<file path="config.mk">
export PLATFORM = sky130hd
export DESIGN_NAME = ones_comp_checksum_check
export DESIGN_NICKNAME = d
export VERILOG_FILES = /design/src/rtl/ones_comp_pkg.sv /design/src/rtl/ones_comp_add.sv /design/src/rtl/ones_comp_checksum_check.sv
export SDC_FILE = /design/constraint.sdc
export NUM_CORES = 1
export LEC_CHECK = 0
export ABC_AREA = 1
export CORE_MARGIN = 4
export CORE_UTILIZATION = 35
export DETAILED_ROUTE_END_ITERATION = 8
export PLACE_DENSITY = 0.6
export SLEW_MARGIN = 20
export SYNTH_ARGS = -nofsm -noshare
export SYNTH_HDL_FRONTEND = slang
export SYNTH_SLANG_ARGS = --single-unit
</file>
<file path="constraint.sdc">
create_clock -name clk -period 6 [get_ports clk]
set_clock_uncertainty 0.2 [all_clocks]
set_input_delay 0.9 -clock clk [delete_from_list [all_inputs] [get_ports clk]]
set_output_delay 0.9 -clock clk [all_outputs]
set_load 0.05 [all_outputs]
</file>
<file path="src/rtl/ones_comp_pkg.sv">
// Shared types and helpers for the ones'-complement checksum blocks.
package ones_comp_pkg;

    localparam int unsigned ONES_WIDTH_DEFAULT = 4;

    typedef enum logic {
        ST_ACCUM,
        ST_CHECK
    } state_e;

    // True when the low w bits of v are all ones (ones'-complement negative zero).
    function automatic logic is_all_ones(input logic [31:0] v, input int unsigned w);
        logic [31:0] mask;
        mask = (w >= 32) ? '1 : ((32'd1 << w) - 32'd1);
        return ((v & mask) == mask);
    endfunction

endpackage

</file>
<file path="src/rtl/ones_comp_add.sv">
// Combinational WIDTH-bit ones'-complement adder: full-adder ripple chain, carry-out folded back in.
module ones_comp_add
    import ones_comp_pkg::*;
#(
    parameter int unsigned WIDTH = ONES_WIDTH_DEFAULT
) (
    input  logic [WIDTH-1:0] A,
    input  logic [WIDTH-1:0] B,
    output logic [WIDTH-1:0] Y
);

    logic [WIDTH-1:0] s1;
    logic             carry;

    // The end-around increment cannot carry out again: a carry implies s1 <= 2^WIDTH-2.
    always_comb begin
        carry = 1'b0;
        s1    = '0;
        for (int unsigned i = 0; i < WIDTH; i++) begin
            s1[i] = A[i] ^ B[i] ^ carry;
            carry = (A[i] & B[i]) | (carry & (A[i] ^ B[i]));
        end
        Y = s1 + WIDTH'(carry);
    end

endmodule

</file>
<file path="src/rtl/ones_comp_checksum_check.sv">
// Receive-side ones'-complement checksum checker; a valid frame folds to all-ones.
// Optional macro ONES_CHK_POSZERO_EN also accepts an all-zero (positive zero) sum.
module ones_comp_checksum_check
    import ones_comp_pkg::*;
#(
    parameter  int unsigned WIDTH     = ONES_WIDTH_DEFAULT,
    parameter  int unsigned MAX_WORDS = 15,
    localparam int unsigned CW        = $clog2(MAX_WORDS + 1)
) (
    input  logic             clk,
    input  logic             rst_n,
    input  logic [WIDTH-1:0] data_in,
    input  logic             in_valid,
    input  logic             in_last,
    output logic             in_ready,
    output logic             done,
    output logic             pass,
    output logic             err_len,
    output logic [WIDTH-1:0] sum_out,
    output logic [CW-1:0]    word_cnt
);

    state_e           state_q, state_d;
    logic [WIDTH-1:0] acc_q, acc_d, acc_add;
    logic [CW-1:0]    cnt_q, cnt_d, cnt_next;
    logic             first_q, first_d;
    logic             len_err_q, len_err_d;
    logic             done_q, done_d;
    logic             pass_q, pass_d;
    logic             err_q, err_d;
    logic [WIDTH-1:0] sum_q, sum_d;
    logic             accept, hit_max, sum_ok;

    ones_comp_add #(.WIDTH(WIDTH)) u_add (
        .A (acc_q),
        .B (data_in),
        .Y (acc_add)
    );

    assign accept = in_valid && in_ready;

    // first_q marks that the next accept opens a new frame, so the count restarts at 1.
    always_comb begin
        if (first_q) begin
            cnt_next = CW'(1);
        end else if (cnt_q == CW'(MAX_WORDS)) begin
            cnt_next = cnt_q;
        end else begin
            cnt_next = cnt_q + CW'(1);
        end
        hit_max = (cnt_next == CW'(MAX_WORDS));
    end

`ifdef ONES_CHK_POSZERO_EN
    assign sum_ok = is_all_ones(32'(acc_q), WIDTH) || (acc_q == '0);
`else
    assign sum_ok = is_all_ones(32'(acc_q), WIDTH);
`endif

    always_ff @(posedge clk) begin
        if (!rst_n) begin
            state_q <= ST_ACCUM;
        end else begin
            state_q <= state_d;
        end
    end

    always_comb begin
        state_d = state_q;
        case (state_q)
            ST_ACCUM: if (accept && (in_last || hit_max)) state_d = ST_CHECK;
            ST_CHECK: state_d = ST_ACCUM;
            default:  state_d = ST_ACCUM;
        endcase
    end

    always_comb begin
        in_ready = (state_q == ST_ACCUM);
    end

    always_comb begin
        acc_d     = acc_q;
        cnt_d     = cnt_q;
        first_d   = first_q;
        len_err_d = len_err_q;
        done_d    = 1'b0;
        pass_d    = pass_q;
        err_d     = err_q;
        sum_d     = sum_q;
        if (state_q == ST_ACCUM) begin
            if (accept) begin
                acc_d     = acc_add;
                cnt_d     = cnt_next;
                first_d   = 1'b0;
                len_err_d = hit_max && !in_last;
            end
        end else begin
            sum_d     = acc_q;
            pass_d    = sum_ok && !len_err_q;
            err_d     = len_err_q;
            done_d    = 1'b1;
            acc_d     = '0;
            len_err_d = 1'b0;
            first_d   = 1'b1;
        end
    end

    always_ff @(posedge clk) begin
        if (!rst_n) begin
            acc_q     <= '0;
            cnt_q     <= '0;
            first_q   <= 1'b1;
            len_err_q <= 1'b0;
            done_q    <= 1'b0;
            pass_q    <= 1'b0;
            err_q     <= 1'b0;
            sum_q     <= '0;
        end else begin
            acc_q     <= acc_d;
            cnt_q     <= cnt_d;
            first_q   <= first_d;
            len_err_q <= len_err_d;
            done_q    <= done_d;
            pass_q    <= pass_d;
            err_q     <= err_d;
            sum_q     <= sum_d;
        end
    end

    assign done     = done_q;
    assign pass     = pass_q;
    assign err_len  = err_q;
    assign sum_out  = sum_q;
    assign word_cnt = cnt_q;

endmodule

</file>
**After elaboration in Yosys (flattened, before gate mapping)**

Index checks and enable logic that the tools add are counted.

- Word-level logic and storage cells: 47
- Memory bits (read-only): 0
- Latch bits: 0
- Bits in writable memories: 0
- Memories kept: 0
- Register bits after elaboration: 18

- Order comparisons: 0
- Bitwise operators: 19
- Shifts and indexed selects: 0
- $mul: 0
- Add/subtract/negate cells: 2
- Div/mod/pow operators: 0
- Equality and inequality tests: 3
- Reduce and logical (&&, ||, !) cells: 9
- Muxes and demuxes: 5

Operator list:

| cell | number |
|---|---|
| 4-bit == test, second input constant | 3 |
| 4-bit two-way mux | 2 |
| 1-bit bitwise AND | 7 |
| 1-bit XOR | 7 |
| 4-bit by 1-bit adder with 4-bit output | 1 |
| 4-bit by 1-bit adder with 4-bit output, second input constant | 1 |
| 1-bit logical AND | 4 |
| 1-bit OR | 3 |
| 1-bit zero test | 2 |
| 1-bit two-way mux | 2 |
| 1-bit inverter | 2 |
| 1-bit one-hot mux with 2 select lines | 1 |
| 2-bit AND reduction | 1 |
| 2-bit OR reduction | 1 |
| 1-bit logical OR | 1 |

**Longest topological paths before layout**

Gate-level depths: netlist of the first run.

- Depth after elaboration: 8
- Gate-level depth with buffers: 9
- Mapped depth without buffers: 9

**Modules after synthesis**

From an unflattened synthesis of the first run, not the netlist that was laid out.

- Cell total of the unflattened synthesis: 107
- Area total of the unflattened synthesis: 859.6 µm²

Modules (own cells, without submodules):

| module | seq. area each (µm²) | cells each | times used | area an instance (µm²) |
|---|---|---|---|---|
| ones_comp_checksum_check | 360.3 | 95 | 1 | 730.7 |
| ones_comp_add | 0.0 | 12 | 1 | 128.9 |

**Least setup slack after synthesis of the first run**

OpenSTA, ideal clock, no wires.

- Path type: input to register
- Start point: input port data_in[0]
- End point: register acc_q[1]
- Cell stages on the path: 8
- Setup time: 0.120 ns
- Required time: 5.680 ns
- Buffers on the path: 0
- Slack: 2.800 ns
- Arrival: 2.880 ns
- Path through: ha_1 > fa_1 > fa_1 > fa_1 > ha_1 > ha_1 > o21ai_0 > a21oi_1

- Word-level cells in the longest chain between the ends: 8
- Elaborated cells on any way between the ends: 10
- Classes of those cells: add/sub (1); bitwise (9)

Ends and longest elaborated chain:

| what | line | text |
|---|---|---|
| from (decl) | ones_comp_checksum_check.sv:12 | `input logic [WIDTH-1:0] data_in,` |
| 1-bit bitwise AND (2 in series) | ones_comp_add.sv:21 | `carry = (A[i] & B[i]) \| (carry & (A[i] ^ B[i]));` |
| 1-bit OR | ones_comp_add.sv:21 |  |
| 1-bit bitwise AND | ones_comp_add.sv:21 |  |
| 1-bit OR | ones_comp_add.sv:21 |  |
| 1-bit bitwise AND | ones_comp_add.sv:21 |  |
| 1-bit OR | ones_comp_add.sv:21 |  |
| 4-bit by 1-bit adder with 4-bit output * | ones_comp_add.sv:23 | `Y = s1 + WIDTH'(carry);` |
| net acc_add[1] | ones_comp_checksum_check.sv:24 | `logic [WIDTH-1:0] acc_q, acc_d, acc_add;` |
| to (signal assigned) | ones_comp_checksum_check.sv:110 | `acc_q <= '0;` |
| to (signal assigned) | ones_comp_checksum_check.sv:119 | `acc_q <= acc_d;` |
| to (decl) | ones_comp_checksum_check.sv:24 |  |

Mark *: on every way through the listed nets, which the timed path passes. The rest lies on a longest branch.
A chain may end at the register's enable or synchronous reset.

**Worst setup path in the final report of the first run**

Same ends and word-level chain as after synthesis.

==> impl_results.md, run 1 <==
* Routed WL at 1.83 mm
* Max-cap viol count at 0
* Parity-gate share of the synthesized area counting xor and xnor cells at 1.97%
* Routed length per placed instance at about 12 um
* Total die area at between 3000 and 4000 um2
* Number of antenna violations at the first check in global routing at 0
* Worst Path Required at 5.99 ns
* Most common cell after layout, fill and taps aside: inv_1
* Per-cell via count in the routed design at 4.79
* Most frequent cells in the layout: 21 x inv_1, 19 x clkdlybuf4s50_1, 18 x nand2_1, 18 x dfxtp_1, 15 x o21ai_0
* Number of endpoints failing setup at the final stage at 0
* Pin slew with the least headroom to its limit at 0.503 ns
* DR DRC count at 0
* Netlist area before placement at between 800 and 900 um2
* Fin nets at 147
* Pins over their slew limit at 0
* Library cell occupying the most area in the post-synthesis netlist: dfxtp_1
* Crit-path max FO at 2
* Synthesis warning total at 0
* Die X-Extent at 58.4 um
* Number of hold-repair buffers added at the cts stage at 0
* Largest net degree at the start of global routing at 12
* Initial standard-cell utilization of the core at 38.3%
* Leading post-synthesis cells by cell area: dfxtp_1 41%, inv_1 8.9%, o21ai_0 8.5%, nand2_1 7.6%, fa_1 6.8%
* Sum of negative setup slack at 0 ns
* Count of unique library cells instantiated by Yosys at 20
* Number of placement rows at 17
* Number of port buffers at 19
* Min Hold Slack at 0.272 ns
* Arr. time, crit path at 3.46 ns
* Vertical extent of the die at 58.4 um
* Final hold violation count at 0
* Estimated wirelength of the detail-placed design at between 1 and 1.5 mm
* Area grow syn2layout at 28.0%
* Number of top-level design ports at 20
* Setup Fix Bufs, Post-CTS at 0
* Net count after synthesis at 125
* Result of the run: complete, no violations
* H-tree depth at 1
* Leakage component of the power at 0.489 nW
* Worst min-delay path category: reg2reg
* Vias at between 700 and 800
* TritonCTS clock tree: yes
* Shortest period the worst path allows at between 3 and 4 ns
* First-pass iteration count of the detailed router at 4
* Clock sink total at 18
* Max Clock Freq at between 200 and 300 MHz
* Maximum root-to-sink buffer count at 2
* Utilization of the core after routing at 49.1%
* Post_cts resized at 0
* Standard cell core area at 2320 um2
* Complex-gate fraction of the synthesized area at 15.4%
* Reg clk slew, reported paths at 0.11 ns
* Pwr per Cell Area at 238 nW/um2
* Share of synthesized area occupied by flip-flops and latches at 40.6%
* Final worst-path cycle share at roughly 58%
* Worst slew margin relative to its limit at roughly two thirds
* Dominant combinational cell family by area after synthesis: simple AND/OR/NAND/NOR gates
* Number of buffers created by CTS at 3
* GRT Total Usage at 11.9%
* Count of antenna diodes in the layout at 0
* Start-to-end type of the worst setup path: in2reg
* Worst Setup End Kind: register
* Kind of start point of the critical path: input pin
* Worst-Skew Late Latency at 0.30 ns
* Final GP Congestion at 0.796
* Worst VDD drop at 0.136 mV
* Multiplexer share of the synthesized area at 0%
* First-pass GRT wire length at 3.04 mm
* Number of design-rule violations left by the first detailed-router iteration at 11
* Mean instance size in the synthesized netlist at around 8 um2
* Via count of the first global-routing pass at 681
* Fraction of the mapped netlist area in simple logic gates at 19.4%
* Ratio of cells with drive above 1 in the final layout at 8.40%
* GRT Residual Overflow at 0
* Post-Synthesis Cells at 110
* Synth Register Bits at 18
* Post-synth top area share at between 40% and 50%
* Fraction of the mapped netlist area in adder cells at 12.4%
* RSZ-0062 raised after global routing: no
* Detail Route Antenna Nets at 0
* Cell at the root of the clock tree: clkbuf_4
[cells in the mapped netlist (all sizes together)]
master / number
nor3: 1
o21ai: 15
inv: 21
nand3: 7
a21oi: 10
nand4: 3
nand2: 19
o31ai: 1
dfxtp: 18
fa: 3
buf: 2
xnor2: 2
nor2: 4
ha: 4
[where the power goes]
part	internal, W	switching, W	total [W]
logic	0.0000246	0.0000354	0.0000600
registers	0.000127	0.00000762	0.000134
clock network	0.0000370	0.0000392	0.0000762
[final timing paths]
| path | startpoint | endpoint | slack (ns) | depth (start not counted) |
|---|---|---|---|---|
| worst min-delay path | sum_out[2] | sum_out[2] | 0.27 | 2 |
| worst min register to register | sum_out[2] | sum_out[2] | 0.27 | 2 |
| worst max-delay path | data_in[0] | acc_q[1] | 2.52 | 9 |
| worst max register to register | acc_q[0] | acc_q[1] | 3.19 | 8 |
[logic make-up after synthesis]
logic type | count (synthesis)
compound gates | 26
xor+xnor | 2
fa+ha+maj | 7
buf+inv | 23
flops | 18
simple gates | 34
[registers in the layout (all words and copies together), names as in the netlist]
register	cells
acc_q	4
done	1
word_cnt	4
state_q	1
err_len	1
first_q	1
sum_out	4
pass	1
len_err_q	1
[routing by layer]
layer	GRT usage (%)	vias to the layer above	routed length, um
met5	0	-	0
met4	6.95	0	25
met3	3.29	4	108
met2	19.1	24	892
met1	14.1	336	802
li1	-	397	-
[per-stage QoR]
| stage | setup slack, ns | power [W] | instances | cell area, um2 |
|---|---|---|---|---|
| 4_1_cts | 2.53 | 0.000276 | 159 | 1140 |
| 3_3_place_gp | 2.35 | 0.000196 | 155 | 1100 |
| 6_report | 2.52 | 0.000270 | 159 | 1140 |
| 2_1_floorplan | 2.80 | 0.000177 | 110 | 888 |
| 3_5_place_dp | 2.27 | 0.000197 | 155 | 1100 |
| 5_1_grt | 2.51 | 0.000287 | 159 | 1140 |
[cell type report]
class | instances | area (um2)
repair buffers | 19 | 190
clock buffers | 4 | 36.3
fillers | 232 | 1180
multi-input cells | 69 | 437
well taps | 28 | 35.0
inverters | 21 | 78.8
flip-flops and latches | 18 | 360
[critical path, stage by stage]
cell	delay (ns)
clkdlybuf4s50_1	0.40
ha_1	0.20
fa_1	0.38
fa_1	0.41
fa_1	0.38
ha_1	0.23
ha_1	0.29
o21ai_0	0.20
a21oi_1	0.07
No activity file was read; power rests on OpenSTA's default activity.
==> run 2: changes to the inputs <==
Clock period 6 ns to 3.55 ns, I/O delays scaled along.
==> results of run 2 <==
Same layout as run 1 (identical final DEF). Status: complete, no violations.
Among the figures that moved: setup slack after placement 2.27 ns -> 0.192 ns; setup slack after layout 2.52 ns -> 0.442 ns; register-to-register setup slack 3.19 ns -> 0.74 ns; total power 0.000270 W -> 0.000457 W; worst IR drop on VDD 0.136 mV -> 0.230 mV
==> run 3: changes to the inputs <==
Settings changed: PLACE_DENSITY 0.6 to 0.62.
Clock period 3.55 ns to 2.8 ns, I/O delays scaled along.
==> impl_results.md, run 3 (synthesis gave the netlist of run 1 again) <==
* Number of antenna violations at the first check in global routing at 0 (unchanged)
* Result of the run: complete, no violations (unchanged)
* Die X-Extent at 58.4 um (unchanged)
* Maximum root-to-sink buffer count at 2 (unchanged)
* Library cell appearing most often on the critical path: fa_2
* Worst-Skew Late Latency at 0.29 ns (was 0.30 ns)
* Final worst-path cycle share at between 90 and 100%
* Worst VDD drop at 0.287 mV (was 0.230 mV)
* Vertical extent of the die at 58.4 um (unchanged)
* Start-to-end type of the worst setup path: reg2reg (was in2reg)
* Cell family with the largest share of critical-path delay: adder cells (unchanged)
* P_int at 0.000414 W (was 0.000318 W)
* Number of placement rows at 17 (unchanged)
* Crit-path max FO at 3 (was 2)
* Relative contribution of sequential cells to total power at 48.5% (was 49.6%)
* DR DRC count at 0 (unchanged)
* Total die area at 3410 um2 (unchanged)
* Final hold violation count at 0 (unchanged)
* Pwr per Cell Area at 502 nW/um2 (was 402 nW/um2)
* Number of endpoints failing setup at the final stage at 0 (unchanged)
* Cell at the root of the clock tree: clkbuf_4 (unchanged)
* Met2 track demand over resource at 18.3% (was 19.1%)
* Reg clk slew, reported paths at 0.10 ns (was 0.11 ns)
* Number of top-level design ports at 20 (unchanged)
* Ratio of cells with drive above 1 in the final layout at 14.5% (was 8.40%)
* Leakage component of the power at 0.492 nW (was 0.489 nW)
* First-pass GRT wire length at 2.82 mm (was 3.04 mm)
* Fillers at 224 (was 232)
* Buf/Inv on CP at 0 (was 1)
* Worst slew margin relative to its limit at 66.8% (was 66.3%)
* Met3 GRT Util at 4.61% (was 3.29%)
* Largest net degree at the start of global routing at 12 (unchanged)
* CP cell instances: ha_2, fa_2, fa_2, fa_2, ha_4, ha_4, o21ai_2, a21oi_2 (was clkdlybuf4s50_1, ha_1, fa_1, fa_1, fa_1, ha_1, ha_1, o21ai_0, a21oi_1)
* TritonCTS clock tree: yes (unchanged)
* Estimated wirelength of the detail-placed design at 1.35 mm (was 1.40 mm)
* First-pass iteration count of the detailed router at 4 (unchanged)
* RSZ-0062 raised after global routing: no (unchanged)
* Final GP Congestion at 0.783 (was 0.796)
* Fraction of power consumed by combinational cells at 24.8% (was 22.2%)
* Worst Setup End Kind: register (unchanged)
* Number of port buffers at 19 (unchanged)
* Arr. time, crit path at 2.58 ns (was 3.10 ns)
* Number of design-rule violations left by the first detailed-router iteration at 8 (was 11)
* Standard cell core area at 2320 um2 (unchanged)
* Kind of start point of the critical path: register (was input pin)
* Fin nets at 147 (unchanged)
* Per-cell via count in the routed design at 4.79 (about the same)
* Clock power frac at 26.7% (was 28.2%)
* Most common cell after layout, fill and taps aside: inv_1 (unchanged)
* Max Clock Freq at 386 MHz
* Cell area reported after detailed placement at 1100 um2 (unchanged)
* Pins over their slew limit at 0 (unchanged)
* Routed WL at 1.74 mm (was 1.83 mm)
* NetSw at 0.000180 W (was 0.000139 W)
* Area grow syn2layout at 33.1% (was 28.0%)
* Initial standard-cell utilization of the core at 38.3% (unchanged)
* Number of buffers created by CTS at 3 (unchanged)
* Final cell area excluding filler cells at 1180 um2 (was 1140 um2)
* Setup ws final at 0.208 ns (was 0.442 ns)
* Longest individual stage delay on the worst path at 0.40 ns (was 0.41 ns)
* Clock sink total at 18 (unchanged)
* Detail Route Antenna Nets at 0 (unchanged)
* Shortest period the worst path allows at 2.59 ns
* Most frequent cells in the layout: 21 x inv_1, 18 x nand2_1, 18 x dfxtp_1, 18 x clkdlybuf4s50_1, 14 x o21ai_0 (was 21 x inv_1, 19 x clkdlybuf4s50_1, 18 x nand2_1, 18 x dfxtp_1, 15 x o21ai_0)
* Busiest layer in global routing: met2 (unchanged)
* Routed length per placed instance at 10.9 um (was 11.5 um)
* Worst min-delay path category: reg2reg (unchanged)
* Via count of the first global-routing pass at 686 (was 681)
* Max-cap viol count at 0 (unchanged)
* Switching power share of the total at 30.2% (was 30.4%)
* Max stage delay cell, worst path: fa_2 (was fa_1)
* Count of antenna diodes in the layout at 0 (unchanged)
* GRT Total Usage at 10.8% (was 11.9%)
* H-tree depth at 1 (unchanged)
* Met1 track utilization from global routing at 12.6% (was 14.1%)
* GRT Residual Overflow at 0 (unchanged)
* Worst Path Required at 2.79 ns (was 3.54 ns)
* Vias at 762 (was 761)
* Setup Fix Bufs, Post-CTS at 0 (unchanged)
* Placement Setup Slack at -0.456 ns (was 0.192 ns)
* Pin slew with the least headroom to its limit at 0.496 ns (was 0.503 ns)
* Sum of negative setup slack at 0 ns (unchanged)
[run 3: through the flow]
stage | hold WS [ns] | cells | power [W] | utilization (%)
5_1_grt | 0.293 | 159 | 0.000628 | 51.0
3_5_place_dp | 0.244 | 155 | 0.000422 | 47.5
4_1_cts | 0.270 | 159 | 0.000587 | 49.3
3_3_place_gp | 0.241 | 155 | 0.000419 | 47.5
6_report | 0.270 | 159 | 0.000594 | 51.0
2_1_floorplan | 0.246 | 110 | 0.000379 | -
[run 3: tightest hold or removal path, stage by stage (launching register included)]
cell and delay [ns]:
dfxtp_1 0.34, nand2_1 0.05, o21ai_0 0.06
[run 3: layer usage]
layer	vias up	wire length, um
met5	-	0
met4	0	0
met3	0	96
met2	18	864
met1	347	774
li1	397	-
[run 3: worst paths after layout]
path | startpoint | endpoint | slack, ns | cells after the start
min | err_len | err_len | 0.27 | 2
max | acc_q[0] | acc_q[1] | 0.21 | 8
min reg2reg | err_len | err_len | 0.27 | 2
max reg2reg | acc_q[0] | acc_q[1] | 0.21 | 8
[run 3: power by group through the flow]
stage	logic, W	clock network (W)	registers [W]
2_1_floorplan	0.0000701	0	0.000309
3_3_place_gp	0.000126	0	0.000293
3_5_place_dp	0.000128	0	0.000294
4_1_cts	0.000131	0.000167	0.000288
5_1_grt	0.000162	0.000176	0.000291
6_report	0.000147	0.000159	0.000288
[run 3: area by class of cell]
type / count / area [um2] / area share, %
inverter: 21 / 78.8 / 6.67
tap: 28 / 35.0 / 2.96
multi-input combinational: 69 / 479 / 40.5
timing repair buffer: 19 / 193 / 16.3
clock buffer: 4 / 36.3 / 3.07
sequential: 18 / 360 / 30.5
[run 3: timing repair]
item / CTS / global route
endpoints found under the setup margin: 2 / 1
hold buffers: 0 / 0
resized for setup: 3 / 8
pin swaps: 0 / 5
gates cloned: 0 / 0
